--- config.mk ---
export PLATFORM = sky130hd
export DESIGN_NAME = gcd_requester
export DESIGN_NICKNAME = d
export VERILOG_FILES = /design/src/rtl/gcd_requester.sv
export SDC_FILE = /design/constraint.sdc
export NUM_CORES = 1
export LEC_CHECK = 0
export ABC_AREA = 1
export BUFFER_PORTS_ARGS = -buffer_cell sky130_fd_sc_hd__clkbuf_2
export CAP_MARGIN = 20
export CORE_MARGIN = 1
export CORE_UTILIZATION = 23
export DETAILED_ROUTE_END_ITERATION = 6
export GPL_TIMING_DRIVEN = 0
export HOLD_SLACK_MARGIN = 0.03
export SLEW_MARGIN = 40
export SYNTH_ARGS = -nofsm -noshare
export SYNTH_HDL_FRONTEND = slang
export SYNTH_SLANG_ARGS = --single-unit
--- constraint.sdc ---
create_clock -name clk -period 1.5 [get_ports clk]
set_input_delay 0.225 -clock clk [delete_from_list [all_inputs] [get_ports clk]]
set_output_delay 0.225 -clock clk [all_outputs]
set_load 0.03 [all_outputs]
--- src/rtl/gcd_requester.sv ---
// gcd_requester: hands one operand pair to an external GCD unit over a
// start/done level handshake and presents the result, or a timeout error, downstream.
//
// state   | meaning
// IDLE    | ready to accept a new operand pair
// RUN     | gcd_start high, waiting for gcd_done or timeout
// RELEASE | gcd_start low, waiting for gcd_done to fall
// RESP    | result presented, held until rsp_ready
module gcd_requester #(
    parameter int W       = 16,
    parameter int TIMEOUT = 255
) (
    input  logic         clk,
    input  logic         rst,
    input  logic         req_valid,
    output logic         req_ready,
    input  logic [W-1:0] req_a,
    input  logic [W-1:0] req_b,
    output logic         gcd_start,
    output logic [W-1:0] gcd_inA,
    output logic [W-1:0] gcd_inB,
    input  logic         gcd_done,
    input  logic [W-1:0] gcd_outR,
    output logic         rsp_valid,
    input  logic         rsp_ready,
    output logic [W-1:0] rsp_data,
    output logic         rsp_err,
    output logic         busy
);
    typedef enum logic [1:0] {IDLE, RUN, RELEASE, RESP} state_t;

    localparam logic [7:0] TMO_LAST = 8'(TIMEOUT - 1);

    state_t       state, state_nxt;
    logic [7:0]   tmo_cnt;
    logic [W-1:0] op_a, op_b, rsp_data_q;
    logic         rsp_err_q;
    logic         tmo_hit;

    assign tmo_hit = (tmo_cnt == TMO_LAST);

    always_ff @(posedge clk or negedge rst) begin
        if (!rst) state <= IDLE;
        else      state <= state_nxt;
    end

    always_comb begin
        state_nxt = state;
        req_ready = 1'b0;
        gcd_start = 1'b0;
        rsp_valid = 1'b0;
        busy      = 1'b1;
        case (state)
            IDLE: begin
                req_ready = 1'b1;
                busy      = 1'b0;
                if (req_valid) state_nxt = RUN;
            end
            RUN: begin
                gcd_start = 1'b1;
                // done wins over a timeout landing on the same edge
                if (gcd_done || tmo_hit) state_nxt = RELEASE;
            end
            RELEASE: begin
                if (!gcd_done) state_nxt = RESP;
            end
            RESP: begin
                rsp_valid = 1'b1;
                if (rsp_ready) state_nxt = IDLE;
            end
            default: state_nxt = IDLE;
        endcase
    end

    always_ff @(posedge clk or negedge rst) begin
        if (!rst) begin
            op_a       <= '0;
            op_b       <= '0;
            tmo_cnt    <= '0;
            rsp_data_q <= '0;
            rsp_err_q  <= 1'b0;
        end else begin
            case (state)
                IDLE: begin
                    if (req_valid) begin
                        op_a    <= req_a;
                        op_b    <= req_b;
                        tmo_cnt <= '0;
                    end
                end
                RUN: begin
                    if (gcd_done) begin
                        rsp_data_q <= gcd_outR;
                        rsp_err_q  <= 1'b0;
                    end else if (tmo_hit) begin
                        rsp_data_q <= '0;
                        rsp_err_q  <= 1'b1;
                    end else begin
                        tmo_cnt <= tmo_cnt + 8'd1;
                    end
                end
                default: ;
            endcase
        end
    end

    assign gcd_inA  = op_a;
    assign gcd_inB  = op_b;
    assign rsp_data = rsp_data_q;
    assign rsp_err  = rsp_err_q;

endmodule

==> summary.md, run 1 <==
| Metric | Value |
|---|---|
| Area Growth Syn to Fin | `42.8%` |
| Most used cell, CP | `inv_2` |
| Final ANT Viol Nets | `0` |
| Net count after synthesis | `295` |
| GRT Total Usage | `10.8%` |
| DR DRC count | `0` |
| Starting Density | `23.7%` |
| Clk pin slew, worst setup/hold paths | `0.06 ns` |
| Reg2reg path depth | `9` |
| Die width | `108 um` |
| Worst slew pin tran | `0.443 ns` |
| Vias in the first global route | `2048` |
| Family with the most delay on the worst path | `flip-flops` |
| Final GP Congestion | `0.738` |
| Final setup vio count | `0` |
| Initial antenna violation count | `0` |
| Worst hold endpoint | `rsp_data[2]` |
| CTS tree | `yes` |
| Hpwl dp | `4500 um` |
| Post-place setup slack | `-0.160 ns` |
| Max-slew violations | `0` |
| Relative slew margins | `70.5%` |
| Status | `completed` |
| Critical path peak fanout | `5` |
| Cell Pwr Density | `2200 nW/um2` |
| Final period util | `97.4%` |
| WP data required | `1.27 ns` |
| RSZ-0062 raised after global routing | `true` |
| CP bufs+invs | `3` |
| Clock latency on the worst-skew pair | `0.34 ns` |
| Die Y | `108 um` |
| Placed inst area | `3320 um2` |
| Io pins | `106` |
| Fin nets | `424` |
| Capture point of the worst reg-to-reg path | `tmo_cnt[7]` |
| CTS Buffer Depth | `2` |
| Area of the multi-input gates | `1100 um2` |
| Worst EP arrival | `1.24 ns` |
| First-pass GRT wire length | `9480 um` |
| Crit Path Class | `reg2out` |
| Avg WL per Cell | `12.0 um` |
| Die ar. | `11700 um2` |
| CTS Sinks | `59` |
| Maxcap violations | `0` |
| Unique masters post-synth | `24` |
| Worst R2R Setup Slack | `0.04 ns` |
| TritonRoute pass-1 iters | `4` |
| Setup tns final | `0 ns` |
| Power consumption | `0.00813 W` |
| ANT cells | `0` |
| Routed WL | `6090 um` |
| Row cnt | `38` |
| Synthesized area | `2580 um2` |
| Core area | `10900 um2` |
| Fmax achieved | `684 MHz` |
| Worst path slowest cell | `dfrtp_2` |
| Root buf cell | `clkbuf_8` |
| Main area contributors after synthesis | `dfrtp_1 (57%), mux2_2 (14%), nand2_1 (9.9%), nand3_1 (3.7%), ha_1 (3.4%)` |
| Via count | `2073` |
| Slowest cell delay on critical path | `0.45 ns` |
| Mapped Cells | `235` |
| Top-area cell type share of the netlist area | `57.1%` |
| Setup ws final | `0.0390 ns` |
| RR Startpoint | `state[0]` |
| Vias per cell | `4.07` |
| Register area share after synthesis | `57.1%` |
| Worst-case clock skew | `0.00196 ns` |
| Largest net degree at the start of global routing | `32` |
| Min Clock Period, post-route | `1.46 ns` |
| Crit-path cells | `inv_2 -> ha_4 -> inv_2 -> buf_6` |
| Hold depth | `3` |
| FF+latch area | `1480 um2` |
| Element type at the critical path end | `primary output` |
| Startpoint types | `register` |
| Yosys warns | `0` |
| First DRT Iteration DRCs | `64` |
| Max VDD drop | `0.885 mV` |
| Finished Cell Area | `3690 um2` |
| Hold Path Origin | `gcd_outR[2]` |
| Hold Violations, Final | `0` |
| FILL cells | `1101` |
| Average size of a mapped cell | `11.0 um2` |
| #FFs+latches synth | `59` |
| P_leak | `1.88 nW` |
| H-tree levels | `3` |
| CTS Buf Count | `9` |
| Final hold slack | `0.0883 ns` |
| PortBufs | `105` |
| Hold Path Class | `in2reg` |
| Layout cell share with drive strength beyond 1 | `52.3%` |
| Gr ovfl total | `0` |
| Post-synth top area cell | `dfrtp_1` |
==> cells in the mapped netlist <==
cell      number
a21oi_1        1
mux2_2        32
nand2_2        1
inv_1         12
nor2_1         6
or2_2          2
dfrtp_1       59
inv_2          1
buf_2          5
ha_1           7
nand3_2        2
buf_6          2
nand3_1       19
nand2_4        2
nand3b_1       2
xor2_1         1
nor2_4         1
o21ai_1        2
nand3_4        1
nand2_1       68
a21oi_4        1
nor2_2         1
o21ai_0        5
o21bai_1       2
==> stage by stage <==
step                cells  utilization [%]
finish                509             33.9
floorplan             235                -
CTS                   503             33.0
global route          509             33.9
detailed placement    481             30.5
global placement      480             30.3
==> flip-flops by register name, summed over array words and instances, names as in the netlist <==
| register | cells |
|---|---|
| state | 2 |
| rsp_data | 16 |
| gcd_inB | 16 |
| tmo_cnt | 8 |
| rsp_err | 1 |
| gcd_inA | 16 |
==> routing by layer <==
metal	wire [um]	GRT usage, %
met1	2710	13.3
met2	2920	16.4
met3	316	3.19
met4	150	6.95
met5	0	0
==> layout by cell type (no fill, tap or decap), types with 2 or more instances in the layout <==
| cell type | count |
|---|---|
| clkbuf_2 | 101 |
| nand2_1 | 66 |
| dfrtp_1 | 58 |
| mux2_2 | 32 |
| nand3_1 | 19 |
| buf_4 | 11 |
| clkbuf_8 | 9 |
| inv_1 | 8 |
| buf_6 | 5 |
| nor2_1 | 5 |
| o21ai_1 | 5 |
| inv_2 | 4 |
| ha_1 | 4 |
| clkbuf_1 | 4 |
| nand2_4 | 3 |
| nor2_4 | 3 |
| clkinv_2 | 3 |
| buf_8 | 2 |
| nand2_2 | 2 |
| nand3_4 | 2 |
| or2_2 | 2 |
| nand3b_1 | 2 |
| o21bai_1 | 2 |
| ha_4 | 2 |
| buf_12 | 2 |
==> worst reg2reg max path: stages, from the launching register on <==
cell and delay [ns]:
dfrtp_2 0.45, ha_4 0.19, buf_8 0.14, nand2_8 0.08, nand2_4 0.06, nor2_4 0.17
nand3_4 0.14, inv_2 0.08, nand2_1 0.05, nand2_1 0.05
==> power breakdown <==
group	leakage [nW]	switching [W]	internal [W]	total (W)
registers	0.726	0.000390	0.00230	0.00269
clock network	0.0812	0.000586	0.000592	0.00118
logic	1.07	0.00270	0.00157	0.00427
total	1.88	0.00367	0.00446	0.00813
==> worst max-delay path by stage <==
stage | to | cells past startpoint | from
2_1_floorplan | gcd_inA[0] | 5 | state[0]
3_3_place_gp | gcd_inB[2] | 1 | rst
3_5_place_dp | tmo_cnt[1] | 8 | state[1]
4_1_cts | rsp_valid | 3 | state[1]
5_1_grt | tmo_cnt[6] | 9 | state[0]
6_report | busy | 4 | state[0]
==> timing repair <==
item | CTS | global route
hold buffers | 1 | 0
gates cloned | 0 | 1
gates resized for setup | 19 | 21
buffers inserted | 5 | 5
pin swaps | 7 | 8
endpoints found under the hold margin | 30 | 0
endpoints found under the setup margin | 51 | 51
==> area by class of cell <==
class	instances	area share (%)
inverter	13	1.39
tap	140	4.74
multi-input combinational	157	29.7
timing repair buffer	117	17.9
buffer	7	2.07
sequential	59	40.0
clock inverter	3	0.407
clock buffer	13	3.76
==> cell families (layout without fill, tap and decap cells) <==
logic type	count (synthesis)	in the layout	synth area share (%)
fa+ha+maj	7	7	3.39
simple gates	105	106	18.7
buf+inv	20	153	3.73
xor+xnor	1	1	0.339
flops	59	59	57.1
mux	32	32	13.9
compound gates	11	11	2.76
Note: power is estimated with default switching activity, not from simulation.
==> run 2: changes to the inputs <==
CTS_BUF_LIST = sky130_fd_sc_hd__clkbuf_4 sky130_fd_sc_hd__clkbuf_8 sky130_fd_sc_hd__clkbuf_16   (was not set)
==> summary.md, run 2 (same netlist as run 1, synthesis figures left out) <==
| Metric | Value |
|---|---|
| Clock latency on the worst-skew pair | `0.33 ns (was 0.34 ns)` |
| Hold Path Class | `in2reg (unchanged)` |
| P_leak | `1.89 nW (was 1.88 nW)` |
| Worst hold endpoint | `rsp_data[2] (unchanged)` |
| Commonest non-fill, non-tap cells in the layout | `clkbuf_2 (101), nand2_1 (66), dfrtp_1 (58) (unchanged)` |
| Area Growth Syn to Fin | `43.4% (was 42.8%)` |
| Final GP Congestion | `0.738 (unchanged)` |
| Initial antenna violation count | `0 (unchanged)` |
| Core area | `10900 um2 (unchanged)` |
| Fin nets | `424 (unchanged)` |
| Slowest cell delay on critical path | `0.45 ns (about the same)` |
| Commonest non-fill, non-tap cell in the layout | `clkbuf_2 (unchanged)` |
| Final setup vio count | `0 (unchanged)` |
| Hpwl dp | `4500 um (unchanged)` |
| Worst-case clock skew | `0.00184 ns (was 0.00196 ns)` |
| Largest net degree at the start of global routing | `32 (unchanged)` |
| Maxcap violations | `0 (unchanged)` |
| Sequential share of power | `32.7% (was 33.0%)` |
| Worst R2R Setup Slack | `0.04 ns (about the same)` |
| Clock network power share | `15.2% (was 14.5%)` |
| Pint | `0.00453 W (was 0.00446 W)` |
| Relative slew margins | `70.3% (was 70.5%)` |
| DR DRC count | `0 (unchanged)` |
| Element type at the critical path end | `register (was primary output)` |
| Switch share | `44.7% (was 45.2%)` |
| Worst EP arrival | `1.74 ns (was 1.24 ns)` |
| Max-slew violations | `0 (unchanged)` |
| Avg WL per Cell | `11.9 um (was 12.0 um)` |
| Capture point of the worst reg-to-reg path | `tmo_cnt[7] (unchanged)` |
| Fmax achieved | `685 MHz (was 684 MHz)` |
| P_sw | `0.00367 W (about the same)` |
| RR Startpoint | `state[0] (unchanged)` |
| Max VDD drop | `0.884 mV (was 0.885 mV)` |
| PortBufs | `105 (unchanged)` |
| GRT Total Usage | `10.8% (about the same)` |
| Row cnt | `38 (unchanged)` |
| Finished Cell Area | `3710 um2 (was 3690 um2)` |
| Gr ovfl total | `0 (unchanged)` |
| Cell Pwr Density | `2210 nW/um2 (was 2200 nW/um2)` |
| TritonRoute pass-1 iters | `4 (unchanged)` |
| ANT cells | `0 (unchanged)` |
| Root buf cell | `clkbuf_8 (unchanged)` |
| CTS tree | `yes (unchanged)` |
| Startpoint types | `register (unchanged)` |
| First-pass GRT wire length | `9470 um (was 9480 um)` |
| Critical path peak fanout | `6 (was 5)` |
| Die width | `108 um (unchanged)` |
| RSZ-0062 raised after global routing | `true (unchanged)` |
| CTS Sinks | `59 (unchanged)` |
| Final period util | `97.3% (was 97.4%)` |
| Routed WL | `6070 um (was 6090 um)` |
| Comb pwr share | `52.1% (was 52.5%)` |
| WP data required | `1.78 ns (was 1.27 ns)` |
| CP bufs+invs | `2 (was 3)` |
| H-tree levels | `3 (unchanged)` |
| CTS Buffer Depth | `2 (unchanged)` |
| Most used cell, CP | `nand2_1 (was inv_2)` |
| Crit-path cells | `ha_4 -> buf_8 -> nand2_8 -> nand2_4 -> nor2_4 -> nand3_4 -> inv_2 -> nand2_1 -> nand2_1 (was inv_2 -> ha_4 -> inv_2 -> buf_6)` |
| Hold depth | `3 (unchanged)` |
| Vias in the first global route | `2051 (was 2048)` |
| Reg2reg path depth | `9 (unchanged)` |
| Power consumption | `0.00820 W (was 0.00813 W)` |
| Vias per cell | `4.07 (about the same)` |
| Hold Path Origin | `gcd_outR[2] (unchanged)` |
| Via count | `2070 (was 2073)` |
| Family with the most delay on the worst path | `simple AND/OR/NAND/NOR gates (was flip-flops)` |
| Status | `completed (unchanged)` |
| Core Util, Final | `34.0% (was 33.9%)` |
| Die ar. | `11700 um2 (unchanged)` |
| First DRT Iteration DRCs | `57 (was 64)` |
| Starting Density | `23.7% (unchanged)` |
| Worst path slowest cell | `dfrtp_2 (unchanged)` |
| Io pins | `106 (unchanged)` |
| Clk pin slew, worst setup/hold paths | `0.06 ns (about the same)` |
| Placed inst area | `3320 um2 (unchanged)` |
| Layout cell share with drive strength beyond 1 | `53.4% (was 52.3%)` |
| Final ANT Viol Nets | `0 (unchanged)` |
| Worst slew pin tran | `0.446 ns (was 0.443 ns)` |
| Min Clock Period, post-route | `1.46 ns (about the same)` |
| Hold Violations, Final | `0 (unchanged)` |
| Die Y | `108 um (unchanged)` |
| CTS Buf Count | `9 (unchanged)` |
| Crit Path Class | `reg2reg (was reg2out)` |
-- run 2: worst register-to-register path: stages, from the launching register on --
cell,delay (ns)
dfrtp_2,0.45
ha_4,0.19
buf_8,0.14
nand2_8,0.08
nand2_4,0.06
nor2_4,0.17
nand3_4,0.14
inv_2,0.08
nand2_1,0.05
nand2_1,0.05
-- run 2: stage by stage --
stage	worst slack [ns]	cells	hold WS (ns)	TNS, ns
final	0.0400	509	0.0912	0
after floorplan	-0.0290	235	-0.0706	-0.925
after global placement	-0.121	480	0.430	-10.77
after global routing	-0.0438	509	0.0889	-0.227
after CTS	0.00267	503	0.0673	0
after detailed placement	-0.160	481	0.223	-4.77
-- run 2: worst max-delay path by stage --
stage / cells past startpoint / slack [ns] / from / to
floorplan: 5 / -0.03 / state[0] / gcd_inA[0]
detailed placement: 8 / -0.16 / state[1] / tmo_cnt[1]
global placement: 1 / -0.12 / rst / gcd_inB[2]
finish: 9 / 0.04 / state[0] / tmo_cnt[7]
CTS: 3 / 0.003 / state[1] / rsp_valid
global route: 9 / -0.04 / state[0] / tmo_cnt[6]
-- run 2: power by group through the flow --
stage / Clock, W / Sequential (W) / Combinational, W
CTS: 0.00132 / 0.00269 / 0.00410
global route: 0.00136 / 0.00279 / 0.00461
global placement: 0 / 0.00269 / 0.00382
finish: 0.00125 / 0.00268 / 0.00427
floorplan: 0 / 0.00395 / 0.00148
detailed placement: 0 / 0.00271 / 0.00389
-- run 2: what timing repair did --
action,in CTS,in global routing
setup endpoints to repair,51,51
hold endpoints to repair,30,0
gates cloned,0,1
gates resized for setup,19,21
buffers inserted,5,5
pin swaps,7,8
hold buffers,1,0
-- run 2: cell type report --
| class | instances | area (um2) |
|---|---|---|
| fill | 1103 | 7180 |
| sequential | 59 | 1480 |
| multi-input combinational | 157 | 1100 |
| timing repair buffer | 117 | 661 |
| tap | 140 | 175 |
| clock buffer | 13 | 154 |
| buffer | 7 | 76.3 |
| inverter | 13 | 51.3 |
| clock inverter | 3 | 15.0 |
-- run 2: per-layer routing --
metal  up-vias  share of wire [%]  routed length, um  track usage [%]
li1       1024                  -                  -                -
met1       981                 44               2670             13.3
met2        54                 49               2950             16.4
met3        11                5.2                313             3.19
met4         0                2.2                136             6.95
met5         -                  0                  0                0
